File: config.mk
export PLATFORM = sky130hd
export DESIGN_NAME = elevator_ctrl
export DESIGN_NICKNAME = d
export VERILOG_FILES = /design/src/rtl/elevator_ctrl.sv
export SDC_FILE = /design/constraint.sdc
export NUM_CORES = 1
export LEC_CHECK = 0
export ABC_AREA = 1
export ABC_CLOCK_PERIOD_IN_PS = 2250
export CAP_MARGIN = 25
export CORE_MARGIN = 8
export CORE_UTILIZATION = 45
export DETAILED_ROUTE_END_ITERATION = 8
export SKIP_CTS_REPAIR_TIMING = 1
export SLEW_MARGIN = 20
export SYNTH_ARGS = -nofsm -noshare
export SYNTH_HDL_FRONTEND = slang
export SYNTH_SLANG_ARGS = --single-unit
export TNS_END_PERCENT = 20
File: constraint.sdc
create_clock -name clk -period 2.25 [get_ports clk]
set_clock_uncertainty 0.2 [all_clocks]
set_input_delay 0.225 -clock clk [delete_from_list [all_inputs] [get_ports clk]]
set_output_delay 0.225 -clock clk [all_outputs]
set_load 0.02 [all_outputs]
File: src/rtl/elevator_ctrl.sv
// Two-floor elevator request controller: debounced buttons, request latches, trip and dwell timing.
// Optional arrival buzzer built only when ELEV_BUZZER_EN is defined.
module elevator_ctrl #(
    parameter int DEB_TICKS    = 500000,
    parameter int TRAVEL_TICKS = 200000000,
    parameter int DWELL_TICKS  = 100000000,
    parameter int BUZZ_TICKS   = 25000000
) (
    input  logic       clk,
    input  logic       reset,
    input  logic       btn_call1,
    input  logic       btn_call2,
    input  logic       btn_home,
    output logic [3:0] state,
    output logic [1:0] floor,
    output logic       start_stop,
    output logic       busy,
    output logic       buzzer
);
    localparam int DBW = (DEB_TICKS > 1) ? $clog2(DEB_TICKS) : 1;
    localparam int TW  = (TRAVEL_TICKS > 1) ? $clog2(TRAVEL_TICKS) : 1;
    localparam int DW  = (DWELL_TICKS > 1) ? $clog2(DWELL_TICKS) : 1;
    localparam logic [DBW-1:0] DEB_LAST    = DBW'(DEB_TICKS - 1);
    localparam logic [TW-1:0]  TRAVEL_LAST = TW'(TRAVEL_TICKS - 1);
    localparam logic [DW-1:0]  DWELL_LAST  = DW'(DWELL_TICKS - 1);
    localparam logic [1:0]     FLOOR1      = 2'd1;
    localparam logic [1:0]     FLOOR2      = 2'd2;

    typedef enum logic [2:0] {S_IDLE, S_UP, S_DOWN, S_HOME, S_DWELL} fsm_t;

    logic [2:0] raw;
    logic [2:0] press;
    assign raw = {btn_home, btn_call2, btn_call1};

    for (genvar gi = 0; gi < 3; gi++) begin : g_btn
        logic           sync1_reg;
        logic           sync2_reg;
        logic           deb_reg;
        logic           deb_d_reg;
        logic [DBW-1:0] deb_cnt_reg;

        always_ff @(posedge clk or negedge reset) begin
            if (!reset) begin
                sync1_reg   <= 1'b0;
                sync2_reg   <= 1'b0;
                deb_reg     <= 1'b0;
                deb_d_reg   <= 1'b0;
                deb_cnt_reg <= '0;
            end else begin
                sync1_reg <= raw[gi];
                sync2_reg <= sync1_reg;
                deb_d_reg <= deb_reg;
                if (sync2_reg == deb_reg) begin
                    deb_cnt_reg <= '0;
                end else if (deb_cnt_reg == DEB_LAST) begin
                    deb_reg     <= sync2_reg;
                    deb_cnt_reg <= '0;
                end else begin
                    deb_cnt_reg <= deb_cnt_reg + 1'b1;
                end
            end
        end

        assign press[gi] = deb_reg & ~deb_d_reg;
    end

    fsm_t          fsm_reg, fsm_next;
    logic [1:0]    floor_reg, floor_next;
    logic          req1_reg, req1_next;
    logic          req2_reg, req2_next;
    logic          home_reg, home_next;
    logic [TW-1:0] trip_cnt_reg, trip_cnt_next;
    logic [DW-1:0] dwell_cnt_reg, dwell_cnt_next;
    logic [3:0]    code_reg, code_next;
    logic          start_stop_reg, start_stop_next;
    logic          busy_reg, busy_next;
    logic          at_rest;

    assign at_rest = (fsm_reg == S_IDLE) || (fsm_reg == S_DWELL);

    always_comb begin
        fsm_next       = fsm_reg;
        floor_next     = floor_reg;
        trip_cnt_next  = trip_cnt_reg;
        dwell_cnt_next = dwell_cnt_reg;
        // A call for the floor the parked car already occupies is dropped.
        req1_next = req1_reg | (press[0] & ~(at_rest & (floor_reg == FLOOR1)));
        req2_next = req2_reg | (press[1] & ~(at_rest & (floor_reg == FLOOR2)));
        home_next = home_reg | press[2];
        case (fsm_reg)
            S_IDLE: begin
                if (home_reg && floor_reg == FLOOR2) fsm_next = S_HOME;
                else if (home_reg) home_next = 1'b0;
                else if (floor_reg == FLOOR1 && req2_reg) fsm_next = S_UP;
                else if (floor_reg == FLOOR2 && req1_reg) fsm_next = S_DOWN;
            end
            S_UP: begin
                if (trip_cnt_reg == TRAVEL_LAST) begin
                    floor_next = FLOOR2;
                    req2_next  = 1'b0;
                    fsm_next   = S_DWELL;
                end else begin
                    trip_cnt_next = trip_cnt_reg + 1'b1;
                end
            end
            S_DOWN: begin
                if (trip_cnt_reg == TRAVEL_LAST) begin
                    floor_next = FLOOR1;
                    req1_next  = 1'b0;
                    fsm_next   = S_DWELL;
                end else begin
                    trip_cnt_next = trip_cnt_reg + 1'b1;
                end
            end
            S_HOME: begin
                if (trip_cnt_reg == TRAVEL_LAST) begin
                    floor_next = FLOOR1;
                    req1_next  = 1'b0;
                    home_next  = 1'b0;
                    fsm_next   = S_IDLE;
                end else begin
                    trip_cnt_next = trip_cnt_reg + 1'b1;
                end
            end
            S_DWELL: begin
                if (home_reg || dwell_cnt_reg == DWELL_LAST) fsm_next = S_IDLE;
                else dwell_cnt_next = dwell_cnt_reg + 1'b1;
            end
            default: fsm_next = S_IDLE;
        endcase
        if (fsm_next != fsm_reg) begin
            trip_cnt_next  = '0;
            dwell_cnt_next = '0;
        end
    end

    // Outputs are decoded from the next state so they leave the block registered.
    always_comb begin
        code_next       = 4'd0;
        start_stop_next = 1'b0;
        busy_next       = (fsm_next != S_IDLE);
        case (fsm_next)
            S_UP:    begin code_next = 4'd1; start_stop_next = 1'b1; end
            S_DOWN:  begin code_next = 4'd2; start_stop_next = 1'b1; end
            S_HOME:  begin code_next = 4'd3; start_stop_next = 1'b1; end
            default: ;
        endcase
    end

    always_ff @(posedge clk or negedge reset) begin
        if (!reset) begin
            fsm_reg        <= S_IDLE;
            floor_reg      <= FLOOR1;
            req1_reg       <= 1'b0;
            req2_reg       <= 1'b0;
            home_reg       <= 1'b0;
            trip_cnt_reg   <= '0;
            dwell_cnt_reg  <= '0;
            code_reg       <= 4'd0;
            start_stop_reg <= 1'b0;
            busy_reg       <= 1'b0;
        end else begin
            fsm_reg        <= fsm_next;
            floor_reg      <= floor_next;
            req1_reg       <= req1_next;
            req2_reg       <= req2_next;
            home_reg       <= home_next;
            trip_cnt_reg   <= trip_cnt_next;
            dwell_cnt_reg  <= dwell_cnt_next;
            code_reg       <= code_next;
            start_stop_reg <= start_stop_next;
            busy_reg       <= busy_next;
        end
    end

    assign state      = code_reg;
    assign floor      = floor_reg;
    assign start_stop = start_stop_reg;
    assign busy       = busy_reg;

`ifdef ELEV_BUZZER_EN
    localparam int BW = (BUZZ_TICKS > 1) ? $clog2(BUZZ_TICKS) : 1;
    localparam logic [BW-1:0] BUZZ_LAST = BW'(BUZZ_TICKS - 1);

    logic          arrive;
    logic          arrive_reg;
    logic          buzzer_reg;
    logic [BW-1:0] buzz_cnt_reg;

    assign arrive = (fsm_reg == S_UP || fsm_reg == S_DOWN || fsm_reg == S_HOME)
                    && (trip_cnt_reg == TRAVEL_LAST);

    always_ff @(posedge clk or negedge reset) begin
        if (!reset) begin
            arrive_reg   <= 1'b0;
            buzzer_reg   <= 1'b0;
            buzz_cnt_reg <= '0;
        end else begin
            arrive_reg <= arrive;
            if (arrive_reg) begin
                buzzer_reg   <= 1'b1;
                buzz_cnt_reg <= '0;
            end else if (buzzer_reg) begin
                if (buzz_cnt_reg == BUZZ_LAST) buzzer_reg <= 1'b0;
                else buzz_cnt_reg <= buzz_cnt_reg + 1'b1;
            end
        end
    end

    assign buzzer = buzzer_reg;
`else
    // Without the buzzer option the pulse length has no effect.
    assign buzzer = 1'b0 & (BUZZ_TICKS > 0);
`endif

endmodule

# == Yosys cells after proc, flatten, opt, wreduce, memory -nomap -nowiden ==
# Index checks and enable logic that the tools add are counted.
# W data, S select, Z words.
# classes
add_sub_neg,5
eq_ne,22
muxes,33
n_bitwise,18
reduce_logical,20
# op_table
operator,n
$mux W19,6
$mux W28,3
$mux W27,3
$add A19 B1 Y19 const B,3
$eq A19 B19 Y1 const B,3
$add A28 B1 Y28 const B,1
$eq A28 B28 Y1 const B,1
$add A27 B1 Y27 const B,1
$eq A27 B27 Y1 const B,1
$mux W3,7
$eq A3 B2 Y1 const B,4
$pmux W3 S4,1
$reduce_and A2 Y1,5
$mux W1,8
$not A1 Y1,8
$and A1 B1 Y1,7
$eq A3 B1 Y1 const B,2
$ne A2 B1 Y1 const B,3
$pmux W2 S3,1
$reduce_bool A2 Y1,3
$reduce_or A3 Y1,2
$mux W2,2
$pmux W2 S2,1
$reduce_or A2 Y1,2
13 further kinds,20
# totals
reg_bits,138
in_bits,5
output_inout_bits,9
word_cells,123

# == Depth between registers and ports, before layout ==
# depth
depth_word,10
mapped_depth,13
mapped_depth_nobuf,13

# == Worst setup path before layout ==
# OpenSTA, ideal clock, no wires.
# synth_path
path_kind,reg2reg
start,reg trip_cnt_reg[0]
end,reg trip_cnt_reg[9]
setup_time_ns,0.069
t_arrival_ns,1.775
t_required_ns,1.981
path_slack_ns,0.205
path_stages_with_launch,14
path_buffers,1
synth_period_minus_slack_ns,2.045
cell_sequence,dfrtp_1 > ha_1 > nand2_1 > nor2_1 > nand2_2 > nor2_2 > nand2_2 > nand3_1 > nand2_1 > nand2_2 > nor2_4 > inv_4 > buf_6 > nor2_2
# synth_between
elab_chain_len,6
elab_cells_between_ends,12
classes_between,add/sub (1); eq/ne (3); mux (6); reduce/logical (2)
# synth_lines
item,line_no,text
start: declaration,72,"logic [TW-1:0] trip_cnt_reg, trip_cnt_next;"
start signal: assignment,168,trip_cnt_reg <= trip_cnt_next;
"parallel branches: the longest is 6 deep, another holds $add A28 B1 Y28",--,
# Parallel ways; which one is timed is not known. The select of a mux whose other input is x is not followed.
# A chain may end at the register's enable or synchronous reset.

# == Worst setup path in the final report ==
# layout_path
start,reg dwell_cnt_reg[0]
end,reg trip_cnt_reg[2]
# layout_between
elab_chain_len,7
elab_cells_between_ends,9
classes_between,eq/ne (3); mux (3); reduce/logical (3)
# layout_lines
item,line_no,text
start: declaration,73,"logic [DW-1:0] dwell_cnt_reg, dwell_cnt_next;"
start signal: assignment,169,dwell_cnt_reg <= dwell_cnt_next;
$eq A27 B27 Y1 (*),126,if (home_reg || dwell_cnt_reg == DWELL_LAST) fsm_next = S_IDLE;
$logic_or A1 B1 Y1 (*),126,
$mux W3 (*),126,
$pmux W3 S4 (*),90,case (fsm_reg)
$ne A3 B3 Y1 (*),131,if (fsm_next != fsm_reg) begin
$ne A2 B1 Y1 (no source line) or $reduce_bool A2 Y1 (tied branches),--,
$reduce_and A2 Y1 (no source line),--,
# Every way passes the cells marked *; elsewhere a longest branch is shown, timed or not.

==> flow_summary.yaml <==
run_status:
  outcome: "completed"
global_routing:
  grt_max_degree: 55
  antenna_found_initial: 0
  busiest_layer: "met2"
  grt.met2_usage: 0.275
  grt_usage: 0.170
  use_met3: 0.0317
  grt_pass1_vias: 6645
  overflow: 0
  grt_pass1_wl_um: 30700
  met1_usage: 0.225
synth:
  netlist_top_cells_count: "nand2_1 (239), inv_1 (150), nor2_1 (149)"
  yosysUniqueCellTypes: 39
  synthesis.yosys.warnings: 0
  synth_top_flop_cell: "dfrtp_1"
  synth-edff-count: 0
  synthCells: 1051
  synth_area_leaders: "dfrtp_1 (44%), nand2_1 (12%), inv_1 (7.3%)"
  synth.most_common_cell: "nand2_1"
  synth_top_area_share: 0.436
  netlist_area_um2: 7750
  yosysTopAreaCell: "dfrtp_1"
  synth.avg_cell_area_um2: 7.38
  ys_seq_area_frac: 0.439
  synth_seq_cells: 136
  ys_async_sr_fraction: 1.00
finish:
  insertedDiodeCount: 0
  fin_area_um2: 9050
  largest_reg_flops: 57
  layout.nets: 1126
  final_cells: 1353
  layout-drive-gt1-share: 0.108
  post-route-util: 0.531
  area_growth_pct: 16.7
setup_path:
  crit_arrival_ns: 2.23
  crit_chain: "ha_1 -> nand3_1 -> nor2_2 -> nand2_1 -> nor2_2 -> nor2_4 -> o21ai_2 -> nor2_4 -> inv_4 -> buf_12 -> nor2_1"
  cp_slowest_stage_delay_ns: 0.40
  cp-start-kind: "flop"
  crit_type: "reg2reg"
  required_ns: 2.36
  critPathMaxFanout: 13
  crit_path_end_kind: "flop"
  cp_slowest_cell: "dfrtp_1"
cts:
  insertion_delay_ns: 0.42
  cts_tree: "yes"
  clockBufferDepth: 2
  cts_max_level: 4
  cts_sinks: 136
  numCtsBuffers: 17
  clk_pin_slew_worst_paths_ns: 0.06
  cts_root_buf: "clkbuf_16"
place:
  place.gp.congestion: 0.896
  dp.cells: 1321
  placed_cell_area_um2: 8430
  dp_hpwl_um: 12900
  port_buffers: 10
worst_hold_path:
  hp-class: "in2reg"
sta:
  setup-tns-final_ns: 0
  tightest_slew_ns: 0.587
  rsz0062_at_grt: "true"
  timing.final.crit_period_ns: 2.12
  relSlewSlack: 0.605
  timing.hold.ws_ns: 0.0447
  clock.fmax_ghz: 0.471
  slew_violations: 0
  finalCritPeriodShare: 0.944
  hold_viol: 0
  setup_viol: 0
detailed_routing:
  drtAntennaViolNets: 0
  remaining_drc_errors: 0
  first_iter_violations: 424
  drt_wl_total_um: 17400
  first_pass_iters: 5
  dr_total_vias: 6812
  post_drt_wl_per_cell_um: 12.8
  vias_per_cell: 5.03
floorplan:
  dieArea_um2: 21700
  io_pins: 14
  core_region_area_um2: 17100
  rows: 48
  die_y_um: 147
  start_util: 0.455
  die_w_um: 147
pwr:
  powerDensity_nw_per_um2: 581
  leakagePower_nw: 4.37
  worst_ir_drop_vdd_mv: 0.513
job:
  maxCapViolations: 0
## final timing paths
check,from,slack [ns],cells past startpoint,endpoint
hold / removal,btn_call1,0.04,1,g_btn[0].sync1_reg
setup / recovery,dwell_cnt_reg[0],0.13,11,trip_cnt_reg[2]
max in group asynchronous,reset,1.09,3,floor[0]
min in group asynchronous,reset,0.13,2,g_btn[0].deb_cnt_reg[6]
setup reg to reg,dwell_cnt_reg[0],0.13,11,trip_cnt_reg[2]
hold reg to reg,g_btn[1].sync1_reg,0.15,0,g_btn[1].sync2_reg
## cell families (layout without fill, tap and decap cells)
| logic type | after synthesis | after routing | synth area share |
|---|---|---|---|
| adders and majority gates | 5 | 5 | 0.00807 |
| DFF | 136 | 136 | 0.439 |
| AOI/OAI and AO/OA | 61 | 61 | 0.0453 |
| other | 1 | 3 | 0.000484 |
| buffers and inverters | 172 | 247 | 0.0934 |
| and+or+nand+nor | 632 | 632 | 0.364 |
| xor gates and xnor gates | 44 | 44 | 0.0497 |
## layer usage
| layer | vias up | share of wire |
|---|---|---|
| met4 | 0 | 0.012 |
| met3 | 14 | 0.028 |
| met2 | 92 | 0.47 |
| met1 | 3206 | 0.49 |
| li1 | 3500 | - |
| met5 | - | 0 |
## layout by cell type (no fill, tap or decap), types with 6 or more instances in the layout
cell type and count:
inv_1 150, nor2_1 146, clkbuf_16 17, buf_4 43
o21ai_0 20, nand2_1 238, xor2_1 38, nor2_2 17
clkdlybuf4s50_1 9, xnor2_1 6, nand3_1 100, nor4_1 13
a21oi_1 21, dfrtp_1 135, nor3_1 51, nand4_1 42
## critical path, delay by kind of cell, from the launching register on
| family | cells | cell delay, ns |
|---|---|---|
| AOI/OAI and AO/OA | 1 | 0.15 |
| and+or+nand+nor | 7 | 0.77 |
| buffers and inverters | 2 | 0.31 |
| DFF | 1 | 0.40 |
| adders and majority gates | 1 | 0.19 |
## where the power goes
group | leakage (nW) | internal, mW | switching [mW] | total, mW
Sequential | 1.88 | 2.46 | 0.0148 | 2.48
Combinational | 2.22 | 0.0429 | 0.0911 | 0.134
Clock | 0.273 | 1.55 | 1.09 | 2.64
## area by class of cell
| class | instances | area, µm² |
|---|---|---|
| clock buffers | 18 | 439 |
| clock inverters | 13 | 121 |
| fillers | 1678 | 8010 |
| inverters | 156 | 593 |
| multi-input cells | 745 | 3660 |
| flip-flops and latches | 136 | 3400 |
| well taps | 225 | 282 |
| repair buffers | 60 | 546 |
## per-stage QoR
step | power (mW) | setup slack [ns]
CTS | 5.33 | 0.0495
finish | 5.26 | 0.125
floorplan | 2.57 | 0.205
global route | 5.45 | -0.0119
detailed placement | 2.66 | 0.0613
global placement | 2.66 | 0.179
(Power assumes the default switching activity.)
